## config.mk

```make
export PLATFORM = sky130hd
export DESIGN_NAME = rv32_csr_decode_flat
export DESIGN_NICKNAME = d
export VERILOG_FILES = /design/src/rtl/rv32_csr_decode_if.sv /design/src/rtl/rv32_csr_decode.sv /design/src/flat_wrapper.sv
export SDC_FILE = /design/constraint.sdc
export NUM_CORES = 1
export LEC_CHECK = 0
export ABC_AREA = 1
export CAP_MARGIN = 20
export CORE_MARGIN = 3
export CORE_UTILIZATION = 34
export CTS_CLUSTER_SIZE = 25
export DETAILED_ROUTE_END_ITERATION = 12
export HOLD_SLACK_MARGIN = 0.05
export PLACE_DENSITY = 0.71
export SYNTH_ARGS = -nofsm -noshare
export SYNTH_HDL_FRONTEND = slang
export SYNTH_SLANG_ARGS = --single-unit
```

## constraint.sdc

```tcl
create_clock -name clk -period 1.7 [get_ports clk]
set_input_delay 0.255 -clock clk [delete_from_list [all_inputs] [get_ports clk]]
set_output_delay 0.255 -clock clk [all_outputs]
set_load 0.02 [all_outputs]
```

## src/rtl/rv32_csr_decode_if.sv

```systemverilog
// Decode/execute boundary for the Zicsr decode stage: instruction in,
// interlock handshake, and registered CSR control fields out.
interface rv32_csr_decode_if;
    logic        stall_in;
    logic        flush_in;
    logic        valid_in;
    logic [31:0] instr_in;
    logic        csr_write_retired_in;
    logic        stall_out;
    logic        valid_out;
    logic        csr_read_out;
    logic        csr_write_out;
    logic [1:0]  csr_write_op_out;
    logic        csr_src_out;
    logic [11:0] csr_out;
    logic [31:0] imm_value_out;
    logic [4:0]  rd_out;
    logic        illegal_out;

    modport master (
        output stall_in, flush_in, valid_in, instr_in, csr_write_retired_in,
        input  stall_out, valid_out, csr_read_out, csr_write_out, csr_write_op_out,
               csr_src_out, csr_out, imm_value_out, rd_out, illegal_out
    );

    modport slave (
        input  stall_in, flush_in, valid_in, instr_in, csr_write_retired_in,
        output stall_out, valid_out, csr_read_out, csr_write_out, csr_write_op_out,
               csr_src_out, csr_out, imm_value_out, rd_out, illegal_out
    );
endinterface

```

## src/rtl/rv32_csr_decode.sv

```systemverilog
// Zicsr decode stage: decodes CSR ops, checks address legality, registers
// the execute-side control fields and holds a one-deep CSR write interlock.
module rv32_csr_decode (
    input logic              clk,
    input logic              reset,
    rv32_csr_decode_if.slave bus
);
    typedef struct packed {
        logic        valid;
        logic        read;
        logic        write;
        logic [1:0]  op;
        logic        src;
        logic [11:0] csr;
        logic [31:0] imm;
        logic [4:0]  rd;
        logic        illegal;
    } ex_t;

    function automatic logic csr_implemented(input logic [11:0] a);
        csr_implemented = (a == 12'h300) || (a == 12'h301) || (a == 12'h304) || (a == 12'h305)
                       || (a >= 12'h323 && a <= 12'h344)
                       || (a >= 12'h3A0 && a <= 12'h3A3)
                       || (a >= 12'h3B0 && a <= 12'h3BF)
                       || (a == 12'hB00) || (a >= 12'hB02 && a <= 12'hB1F)
                       || (a == 12'hB80) || (a >= 12'hB82 && a <= 12'hB9F)
                       || (a >= 12'hC00 && a <= 12'hC02)
                       || (a >= 12'hC80 && a <= 12'hC82)
                       || (a >= 12'hF11 && a <= 12'hF14);
    endfunction

    logic [6:0]  opcode;
    logic [2:0]  funct3;
    logic [4:0]  rd, rs1;
    logic [11:0] csr;
    logic        is_csr, is_rw, rd_en, wr_en, illegal, stall;
    logic        pending;
    ex_t         ex_q, ex_d;

    assign opcode  = bus.instr_in[6:0];
    assign funct3  = bus.instr_in[14:12];
    assign rd      = bus.instr_in[11:7];
    assign rs1     = bus.instr_in[19:15];
    assign csr     = bus.instr_in[31:20];
    assign is_csr  = (opcode == 7'b1110011) && (funct3[1:0] != 2'b00);
    assign is_rw   = (funct3[1:0] == 2'b01);
    assign rd_en   = !(is_rw && rd == 5'd0);
    assign wr_en   = is_rw || (rs1 != 5'd0);
    // Writes to csr[11:10]==11 are illegal even when the address exists.
    assign illegal = is_csr && (!csr_implemented(csr) || (wr_en && csr[11:10] == 2'b11));

    // Deliberately independent of stall_in so execute can stall on us without a loop.
    assign stall = bus.valid_in && is_csr && pending && !bus.flush_in;

    always_comb begin
        ex_d = '0;
        if (bus.valid_in && !stall) begin
            ex_d.valid   = 1'b1;
            ex_d.csr     = csr;
            ex_d.imm     = {27'd0, rs1};
            ex_d.rd      = rd;
            if (is_csr) begin
                ex_d.op      = funct3[1:0] - 2'd1;
                ex_d.src     = !funct3[2];
                ex_d.illegal = illegal;
                ex_d.read    = rd_en && !illegal;
                ex_d.write   = wr_en && !illegal;
            end
        end
    end

    always_ff @(posedge clk) begin
        if (reset || bus.flush_in)
            ex_q <= '0;
        else if (!bus.stall_in)
            ex_q <= ex_d;
    end

    // A new set beats a simultaneous retire: the retire belongs to the older write.
    always_ff @(posedge clk) begin
        if (reset || bus.flush_in)
            pending <= 1'b0;
        else if (!bus.stall_in && ex_d.write)
            pending <= 1'b1;
        else if (bus.csr_write_retired_in)
            pending <= 1'b0;
    end

    assign bus.stall_out        = stall;
    assign bus.valid_out        = ex_q.valid;
    assign bus.csr_read_out     = ex_q.read;
    assign bus.csr_write_out    = ex_q.write;
    assign bus.csr_write_op_out = ex_q.op;
    assign bus.csr_src_out      = ex_q.src;
    assign bus.csr_out          = ex_q.csr;
    assign bus.imm_value_out    = ex_q.imm;
    assign bus.rd_out           = ex_q.rd;
    assign bus.illegal_out      = ex_q.illegal;
endmodule

```

## src/flat_wrapper.sv

```systemverilog
// flat-port wrapper written by rule: the top's interface ports become plain ports
module rv32_csr_decode_flat 
  (clk, reset, bus_stall_in, bus_flush_in, bus_valid_in, bus_instr_in, bus_csr_write_retired_in, bus_stall_out, bus_valid_out, bus_csr_read_out, bus_csr_write_out, bus_csr_write_op_out, bus_csr_src_out, bus_csr_out, bus_imm_value_out, bus_rd_out, bus_illegal_out);
  rv32_csr_decode_if bus_i ();
  input logic clk;
  input logic reset;
  input wire logic [$bits(bus_i.stall_in)-1:0] bus_stall_in;
  input wire logic [$bits(bus_i.flush_in)-1:0] bus_flush_in;
  input wire logic [$bits(bus_i.valid_in)-1:0] bus_valid_in;
  input wire logic [$bits(bus_i.instr_in)-1:0] bus_instr_in;
  input wire logic [$bits(bus_i.csr_write_retired_in)-1:0] bus_csr_write_retired_in;
  output wire logic [$bits(bus_i.stall_out)-1:0] bus_stall_out;
  output wire logic [$bits(bus_i.valid_out)-1:0] bus_valid_out;
  output wire logic [$bits(bus_i.csr_read_out)-1:0] bus_csr_read_out;
  output wire logic [$bits(bus_i.csr_write_out)-1:0] bus_csr_write_out;
  output wire logic [$bits(bus_i.csr_write_op_out)-1:0] bus_csr_write_op_out;
  output wire logic [$bits(bus_i.csr_src_out)-1:0] bus_csr_src_out;
  output wire logic [$bits(bus_i.csr_out)-1:0] bus_csr_out;
  output wire logic [$bits(bus_i.imm_value_out)-1:0] bus_imm_value_out;
  output wire logic [$bits(bus_i.rd_out)-1:0] bus_rd_out;
  output wire logic [$bits(bus_i.illegal_out)-1:0] bus_illegal_out;
  assign bus_i.stall_in = bus_stall_in;
  assign bus_i.flush_in = bus_flush_in;
  assign bus_i.valid_in = bus_valid_in;
  assign bus_i.instr_in = bus_instr_in;
  assign bus_i.csr_write_retired_in = bus_csr_write_retired_in;
  assign bus_stall_out = bus_i.stall_out;
  assign bus_valid_out = bus_i.valid_out;
  assign bus_csr_read_out = bus_i.csr_read_out;
  assign bus_csr_write_out = bus_i.csr_write_out;
  assign bus_csr_write_op_out = bus_i.csr_write_op_out;
  assign bus_csr_src_out = bus_i.csr_src_out;
  assign bus_csr_out = bus_i.csr_out;
  assign bus_imm_value_out = bus_i.imm_value_out;
  assign bus_rd_out = bus_i.rd_out;
  assign bus_illegal_out = bus_i.illegal_out;
  rv32_csr_decode u_core (.clk(clk), .reset(reset), .bus(bus_i));
endmodule
```

==> impl_results.md, run 1 <==
* Outcome: complete, no violations
* FF+latch count, synth at 30
* Die H at 78.19 um
* CP max FO at 2
* Startpoint Class: primary input
* Setup CP Type: primary input to primary output
* Finished Layout Cells at 436
* Drt wl/cell at 11.18 um
* Vias at 1906
* Top Ports at 95
* Post-synth top area cell: dfxtp_1
* CTS Root Cell: clkbuf_8
* Post-synth EDFFs at 0
* Measured slew at the worst slew-check pin at 0.5903 ns
* Initial Util at 36.31%
* H-tree levels at 2
* Chip Width at 78.19 um
* Final hold violations at 0
* First-pass GRT wire length at 7417 um
* Hpwl dp at 3703 um
* Residual DRC at 0
* Die area at 6113 um^2
* Worst Setup SP: bus_instr_in[5]
* Slowest cell on the critical path: clkdlybuf4s50_1
* Clk pin slew, worst setup/hold paths at 0.06 ns
* GP Congestion at 0.8407
* Max frequency at 633.3 MHz
* VDD IR max at 0.3003 mV
* Diode count at 0
* Slew margin rel. at 60.65%
* Worst hold slack at 0.3478 ns
* Final WL at 4873 um
* Ys Warns at 0
* Post-synth top flop: dfxtp_1
* Area Overhead vs Synth at 56.21%
* Skew-Pair Late Insertion Delay at 0.27 ns
* CTS max path bufs at 2
* Post-route minimum period at 1.579 ns
* Total grt overflow at 0
* Final Max Slew Viols at 0
* Layout cells sized above 1 at 15.18%
* PwrDens at 653.2 nW/um^2
* CP cell instances: clkdlybuf4s50_1, nand2_1, nor4_2, nand2_1, inv_1, buf_6
* R2R setup slack at 0.50 ns
* CTS tree: yes
* WP data arrival at 1.32 ns
* P_leak at 1.287 nW
* Count of input and output buffers at 67
* Unrepaired setup endpoints after global routing: false
* Crit share post-route at 92.88%
* Initial antenna violation count at 0
* Clk_skew at 0.002768 ns
* Hold_sp: bus_instr_in[21]
* Max-Cap Viols at 0
* CTS Hold Buffers Added at 0
* CP most frequent cell: nand2_1
* Share of flip-flops with an asynchronous set or reset at 0%
* Core ar. at 4880 um^2
* Post-DRT Antenna Nets at 0
* Syn Std Cell Area at 1772 um^2
* Placed Cells at 429
* CP max stage delay at 0.50 ns
* Worst min path class: primary input to flop
* CTS buffer count at 5
* Vias in the first global route at 1666
* Clock Sinks at 30
* Setup crit end kind: primary output
* Placement Rows at 25
* Vias per inst at 4.372
* Seq/Total Area, Yosys at 33.90%
* Library cells used by synthesis at 22
* First-pass DRT Iterations at 4
* Mean Syn Cell Area at 6.327 um^2
* Top post-synthesis cells by area: dfxtp_1 (34%), nand2_1 (20%), buf_4 (11%)
* Total global-route track usage at 14.81%
* Final setup fails at 0
* FF-to-FF Start: u_core.pending
* Data required, critical path at 1.44 ns
* Iteration-0 DRC Markers at 63
* CP delay by family, top: buffers and inverters
* Post-Route Utilization at 56.72%
* Area fraction of the dominant cell type after synthesis at 33.90%
* Largest net degree at the start of global routing at 31
* Mapped Cells at 280
* CP bufs+invs at 3
* Layout Nets at 409
==> metrics by stage <==
step	setup TNS, ns	power (mW)	area [um^2]	setup WS (ns)
floorplan	0	0.9478	1869	0.2692
global placement	-8.435	1.089	2581	-0.5671
detailed placement	-9.463	1.092	2581	-0.5934
CTS	0	1.815	2695	0.01021
global route	0	1.883	2768	0.002542
finish	0	1.808	2768	0.1211
==> report_power, final <==
part | switching (mW) | total (mW) | internal, mW
Combinational | 0.205 | 0.366 | 0.160
Clock | 0.254 | 0.722 | 0.468
Sequential | 0.00529 | 0.720 | 0.714
Total | 0.465 | 1.81 | 1.34
==> what timing repair did <==
action | CTS | global route
setup endpoints to repair | 24 | 5
buffers inserted | 0 | 0
resized for setup | 11 | 26
pin swaps | 3 | 8
cloned | 0 | 0
==> sequential cells by signal (all words and copies together), names as in the netlist <==
| signal | count |
|---|---|
| u_core.pending | 1 |
| u_core.bus.imm_value_out | 5 |
| u_core.bus.csr_write_out | 1 |
| u_core.bus.csr_out | 12 |
| u_core.bus.illegal_out | 1 |
| u_core.bus.csr_read_out | 1 |
| u_core.bus.csr_write_op_out | 2 |
| u_core.bus.valid_out | 1 |
| u_core.bus.rd_out | 5 |
| u_core.bus.csr_src_out | 1 |
==> cell usage after synthesis (4+ instances only) <==
library cell / n
clkbuf_1: 6
a21oi_1: 31
nand4_1: 6
nand2_1: 93
nor3_1: 4
inv_1: 27
nor2_1: 28
nor2_2: 4
dfxtp_1: 30
buf_4: 27
nand3_1: 5
==> area by class of cell <==
cell class | count | area (um^2)
Sequential cell | 30 | 600.6
Fill cell | 505 | 2112
Inverter | 29 | 108.9
Multi-Input combinational cell | 212 | 965.9
Tap cell | 67 | 83.83
Clock inverter | 1 | 30.03
Clock buffer | 6 | 82.58
Timing Repair Buffer | 91 | 895.9
==> logic make-up (layout without fill, tap and decap cells) <==
logic type	Yosys count	count (layout)	share of synthesized area [%]
flip-flops	30	30	33.90
adder cells (fa/ha/maj)	2	2	1.412
other	1	27	0.2117
buffers and inverters	64	127	19.42
AND/OR/NAND/NOR	151	151	35.81
AO/OA/AOI/OAI	32	32	9.252
==> worst reg2reg max path: cells and delay by family, from the launching register on <==
kind	cells	cell delay, ns
and+or+nand+nor	5	0.61
buffers and inverters	1	0.04
AOI/OAI and AO/OA	1	0.17
DFF	1	0.31
==> cells in the final DEF, fill, tap and decap left out, types with 2 or more instances in the layout <==
cell             synthesis  routed
clkbuf_8                 0       6
nand2_1                 93      92
buf_4                   27      22
nand2_2                  3       4
inv_2                    1       5
nor2_2                   4       8
clkdlybuf4s50_1          0      52
nand3b_1                 3       3
dlymetal6s2s_1           0      12
dlygate4sd2_1            0       2
buf_6                    0       2
inv_1                   27      23
conb_1                   1      27
a21oi_1                 31      31
nor2_1                  28      22
nor2_4                   0       2
nor4_1                   3       2
nand4_1                  6       6
dfxtp_1                 30      30
nand3_1                  5       5
nor3_1                   4       3
==> metal layers <==
metal	wire, um	track usage, %	vias up
li1	-	-	996
met1	2176	18.64	843
met2	2356	25.17	61
met3	286	3.555	6
met4	54	4.196	0
met5	0	0	-
==> worst paths after layout <==
| kind | endpoint | cells past startpoint |
|---|---|---|
| max | bus_stall_out | 6 |
| min | u_core.bus.csr_out[1] | 3 |
| max reg2reg | u_core.pending | 7 |
| min reg2reg | u_core.bus.csr_read_out | 2 |
No activity file was read; power rests on OpenSTA's default activity.
==> run 2: changes to the inputs <==
--- a/config.mk
+++ b/config.mk
@@ -5,14 +5,12 @@
 export SDC_FILE = /design/constraint.sdc
 export NUM_CORES = 1
 export LEC_CHECK = 0
-export ABC_AREA = 1
 export CAP_MARGIN = 20
-export CORE_MARGIN = 3
 export CORE_UTILIZATION = 34
 export CTS_CLUSTER_SIZE = 25
 export DETAILED_ROUTE_END_ITERATION = 12
 export HOLD_SLACK_MARGIN = 0.05
-export PLACE_DENSITY = 0.71
+export PLACE_DENSITY = 0.74
 export SYNTH_ARGS = -nofsm -noshare
 export SYNTH_HDL_FRONTEND = slang
 export SYNTH_SLANG_ARGS = --single-unit
==> impl_results.md, run 2 <==
* First-pass GRT wire length at 6699 um
* FF-to-FF Start: u_core.pending
* Hpwl dp at 3095 um
* Fin area at 2590 um^2
* Layout cells sized above 1 at 22.14%
* Reg2Reg Depth at 8
* Unrepaired setup endpoints after global routing: false
* Largest net degree at the start of global routing at 32
* Post-Route Utilization at 58.67%
* Post-synthesis xor/xnor area fraction at 0%
* Adder-cell share of the synthesized area at 1.587%
* Outcome: complete, no violations
* Post-synthesis simple-gate area fraction at 25.40%
* Library cells used by synthesis at 46
* Fill count at 396
* Skew-Pair Late Insertion Delay at 0.28 ns
* Ys Warns at 0
* CTS buffer count at 5
* Vias in the first global route at 1515
* Vias per inst at 4.929
* WP data arrival at 1.38 ns
* Hold_sp: bus_instr_in[17]
* Depth of the worst hold-timing path at 3
* R2R Path End: u_core.bus.csr_out[5]
* Switch share at 27.51%
* FF/Latch Area at 600.6 um^2
* Crit share post-route at 95.95%
* Max FFs per register at 12
* Top-count cell post-synth: dfxtp_1
* Worst min path class: primary input to flop
* Drt wl/cell at 12.92 um
* Final Max Slew Viols at 0
* GP Congestion at 0.8045
* Startpoint Class: primary input
* Top Ports at 95
* Data required, critical path at 1.44 ns
* Core ar. at 4414 um^2
* Top post-synthesis cells by area: dfxtp_1 (38%), buf_4 (13%), a22oi_1 (10%)
* Post-synth top area cell: dfxtp_1
* Vias at 1592
* Area fraction of the dominant cell type after synthesis at 38.10%
* Post-DRT Antenna Nets at 0
* Layout Nets at 311
* Residual DRC at 0
* Mean Syn Cell Area at 8.857 um^2
* Post-route minimum period at 1.631 ns
* Most frequent cells in the layout: clkdlybuf4s50_1 (47), dfxtp_1 (30), nor2_1 (28), buf_4 (28), conb_1 (27)
* Part of the power in combinational logic at 21.7%
* Placed Instance Area at 2384 um^2
* Placement Rows at 24
* Seq/Total Area, Yosys at 38.10%
* NetSw at 438.1 uW
* CTS Hold Buffers Added at 0
* Most Crowded Layer GR: met2
* Clock share of power at 33.1%
* CTS max path bufs at 2
* Setup crit end kind: primary output
* Initial antenna violation count at 0
* Final hold violations at 0
* Final setup fails at 0
* Routing usage on met3 at 5.339%
* CTS Root Cell: clkbuf_8
* Max-Cap Viols at 0
* Internal power at 1.154 mW
* Total grt overflow at 0
* Share of flip-flops with an asynchronous set or reset at 0%
* Post-synth top flop: dfxtp_1
* TNS Setup at 0 ns
* R2R setup slack at 0.30 ns
* Count of input and output buffers at 67
* Final WL at 4174 um
* Hold EP: u_core.bus.imm_value_out[2]
* VDD IR max at 0.4093 mV
* Die area at 4913 um^2
* Initial Util at 35.71%
* First-pass DRT Iterations at 4
* Total global-route track usage at 17.16%
* FF+latch count, synth at 30
* Seq pwr share at 45.2%
* Iteration-0 DRC Markers at 93
* Mapped Cells at 178
* Met2 Resource Use GR at 29.27%
* Global routing met1 resource utilization at 19.77%
* Area Overhead vs Synth at 64.29%
* Clk_skew at 0.003974 ns
* Setup CP Type: primary input to primary output
* Most common cell after layout, fill and taps aside: clkdlybuf4s50_1
* Post-synth EDFFs at 0
* Clk pin slew, worst setup/hold paths at 0.06 ns
* Largest family of logic cells by synthesized area: simple AND/OR/NAND/NOR gates
* PwrDens at 614.8 nW/um^2
* P_leak at 1.113 nW
* Chip Width at 70.10 um
* Syn Std Cell Area at 1577 um^2
* Die H at 70.10 um
* Clock Sinks at 30
* Max frequency at 613.1 MHz
* Multi-input gate area at 913.4 um^2
* CP max FO at 2
* Compound-Gate Fraction of Synth Area at 18.33%
* Diode count at 0
* Most frequent cells after synthesis: dfxtp_1 (30), nor2_1 (28), buf_4 (27)
* CTS tree: yes
* Post-synthesis mux area share at 0%
* H-tree levels at 2
[run 2: critical path: stages]
cell and delay, ns:
clkdlybuf4s50_1 0.40, nand4bb_4 0.24, nor3_4 0.21, and2_4 0.16, buf_6 0.10
[run 2: repair_timing]
action                                  in CTS  in global routing
resized for setup                           21                 22
endpoints found under the setup margin      28                 18
pin swaps                                   11                 12
buffers inserted                             2                  0
[run 2: worst max path at each step]
stage                           startpoint                 endpoint  slack, ns
after detailed placement  bus_instr_in[12]            bus_stall_out      -0.71
final                      bus_instr_in[3]            bus_stall_out       0.07
after global routing       bus_instr_in[3]            bus_stall_out       0.01
after CTS                 bus_instr_in[19]  u_core.bus.csr_read_out       0.01
after global placement    bus_instr_in[12]            bus_stall_out      -0.65
after floorplan           bus_instr_in[12]  u_core.bus.csr_read_out       0.11
[run 2: metal layers]
| metal | up-vias | wire [um] |
|---|---|---|
| li1 | 773 | - |
| met1 | 757 | 1749 |
| met2 | 55 | 2117 |
| met3 | 7 | 243 |
| met4 | 0 | 63 |
| met5 | - | 0 |
[run 2: logic make-up (layout without fill, tap and decap cells)]
family | count (synthesis) | after routing
AOI/OAI and AO/OA | 40 | 40
buffers and inverters | 39 | 106
DFF | 30 | 30
and+or+nand+nor | 66 | 66
other | 1 | 27
adders and majority gates | 2 | 2
[run 2: cell type report]
type | instances | share of cell area [%]
inverters | 3 | 0.4348
clock inverters | 2 | 0.3865
well taps | 52 | 2.512
repair buffers | 96 | 35.56
flip-flops and latches | 30 | 23.19
clock buffers | 5 | 2.657
multi-input cells | 135 | 35.27
[run 2: power by group through the flow]
stage	sequential [mW]	combinational (mW)	clock (mW)
5_1_grt	0.720	0.369	0.591
3_5_place_dp	0.735	0.336	0
2_1_floorplan	0.749	0.182	0
6_report	0.720	0.345	0.527
4_1_cts	0.720	0.336	0.552
3_3_place_gp	0.735	0.334	0
[run 2: per-stage QoR]
step / setup slack, ns / hold slack [ns] / total power, mW / std cells
detailed placement: -0.7142 / 0.4768 / 1.071 / 314
CTS: 0.009709 / 0.4620 / 1.608 / 323
finish: 0.06891 / 0.2817 / 1.592 / 323
floorplan: 0.1080 / 0.3696 / 0.9312 / 204
global placement: -0.6455 / 0.4597 / 1.069 / 314
global route: 0.01357 / 0.2953 / 1.680 / 323
==> run 3: changes to the inputs <==
--- a/config.mk
+++ b/config.mk
@@ -10,7 +10,7 @@
 export CTS_CLUSTER_SIZE = 25
 export DETAILED_ROUTE_END_ITERATION = 12
 export HOLD_SLACK_MARGIN = 0.05
-export PLACE_DENSITY = 0.74
+export PLACE_DENSITY = 0.71
 export SYNTH_ARGS = -nofsm -noshare
 export SYNTH_HDL_FRONTEND = slang
 export SYNTH_SLANG_ARGS = --single-unit
==> impl_results.md, run 3 (same netlist as run 2, synthesis figures left out) <==
* Outcome: complete, no violations
* Initial antenna violation count at 0
* CP cell instances: clkdlybuf4s50_1, nor4bb_4, and4_4, a211o_1, nor3b_4, o31a_1
* Post-route minimum period at 1.671 ns
* CTS buffer count at 5
* Hpwl dp at 3155 um
* Finished Layout Cells at 324
* Vias in the first global route at 1500
* Total grt overflow at 0
* Die area at 4913 um^2
* Setup crit end kind: flop
* WP data arrival at 1.84 ns
* CTS max path bufs at 2
* Placement Rows at 24
* Residual DRC at 0
* Placed Cells at 311
* Placed Instance Area at 2361 um^2
* Die H at 70.10 um
* Global routing met1 resource utilization at 21.01%
* CP bufs+invs at 1
* Final Max Slew Viols at 0
* Final hold violations at 0
* Clock Sinks at 30
* CTS tree: yes
* Most common cell after layout, fill and taps aside: clkdlybuf4s50_1
* Diode count at 0
* Max frequency at 598.5 MHz
* Layout cells sized above 1 at 21.32%
* PwrDens at 679.4 nW/um^2
* Chip Width at 70.10 um
* Drt wl/cell at 13.73 um
* Clk pin slew, worst setup/hold paths at 0.07 ns
* Setup CP Type: primary input to flop
* P_leak at 1.074 nW
* Vias at 1580
* Final WL at 4448 um
* Count of input and output buffers at 67
* Most Crowded Layer GR: met2
* CP max stage delay at 0.51 ns
* Largest net degree at the start of global routing at 24
* Total global-route track usage at 17.94%
* Met2 Resource Use GR at 31.41%
* Max-Cap Viols at 0
* Startpoint Class: primary input
* Vias per inst at 4.877
* Data required, critical path at 1.87 ns
* GP Congestion at 0.7978
* CTS Root Cell: clkbuf_8
* Fin area at 2587 um^2
* Clk_skew at 0.006835 ns
* Routing usage on met3 at 4.329%
* Iteration-0 DRC Markers at 69
* CTS Hold Buffers Added at 0
* Skew-Pair Late Insertion Delay at 0.28 ns
* Core ar. at 4414 um^2
* Worst min path class: primary input to flop
* Crit share post-route at 98.28%
* Unrepaired setup endpoints after global routing: true
* Layout Nets at 311
* CP delay by family, top: simple AND/OR/NAND/NOR gates
* Max FFs per register at 12
* Final setup fails at 0
* Most frequent cells in the layout: clkdlybuf4s50_1 (49), dfxtp_1 (30), buf_4 (28)
* First-pass DRT Iterations at 4
* Top Ports at 95
* VDD IR max at 0.4819 mV
* CP max FO at 4
* First-pass GRT wire length at 6934 um
* Initial Util at 35.71%
* Slowest cell on the critical path: clkdlybuf4s50_1
* H-tree levels at 2
* Area Overhead vs Synth at 64.13%
* Post-DRT Antenna Nets at 0
* Power consumption at 1.758 mW
[run 3: report_power, final]
part           internal [mW]  total, mW  leakage, nW  switching [mW]
Sequential             0.714      0.720        0.243         0.00601
Clock                  0.438      0.697       0.0524           0.259
Combinational          0.160      0.341        0.779           0.181
Total                   1.31       1.76         1.07           0.446
[run 3: timing repair]
item	CTS	global route
setup endpoints to repair	28	22
cloned	0	0
setup buffers	5	0
pin swaps	17	5
gates resized for setup	26	12
[run 3: worst register-to-register path, stage by stage (launching register included)]
cell and delay [ns]:
dfxtp_1 0.31, nand2b_1 0.15, nor3_4 0.06, buf_4 0.13
buf_4 0.12, nor3b_2 0.22, buf_12 0.20, a22oi_1 0.09
nor2_1 0.10
[run 3: path summary, 6_finish.rpt]
check / startpoint / to / slack (ns) / cells after the start
max: bus_instr_in[27] / u_core.bus.illegal_out / 0.03 / 6
max reg2reg: u_core.pending / u_core.bus.csr_out[1] / 0.25 / 8
min: bus_instr_in[18] / u_core.bus.imm_value_out[3] / 0.29 / 3
min reg2reg: u_core.bus.csr_read_out / u_core.bus.csr_read_out / 0.48 / 2
[run 3: stage by stage]
step,setup TNS [ns],utilization [%],hold slack (ns),worst slack (ns)
finish,0,58.62,0.2913,0.02929
CTS,0,57.60,0.4032,0.01951
global route,-0.03849,58.62,0.3158,-0.03849
global placement,-10.23,53.49,0.4674,-0.6460
detailed placement,-11.49,53.49,0.4671,-0.6875
floorplan,0,-,0.3696,0.1080
[run 3: layer usage]
metal  vias to the layer above  share of wire (%)
met4                         0                1.2
li1                        769                  -
met3                         6                4.9
met1                       748                 41
met5                         -                  0
met2                        57                 53
[run 3: layout make-up]
class | instances | area (um^2)
clock buffers | 7 | 76.32
fillers | 401 | 1827
flip-flops and latches | 30 | 600.6
clock inverters | 1 | 30.03
well taps | 52 | 65.06
repair buffers | 96 | 903.4
inverters | 3 | 11.26
multi-input cells | 135 | 900.9
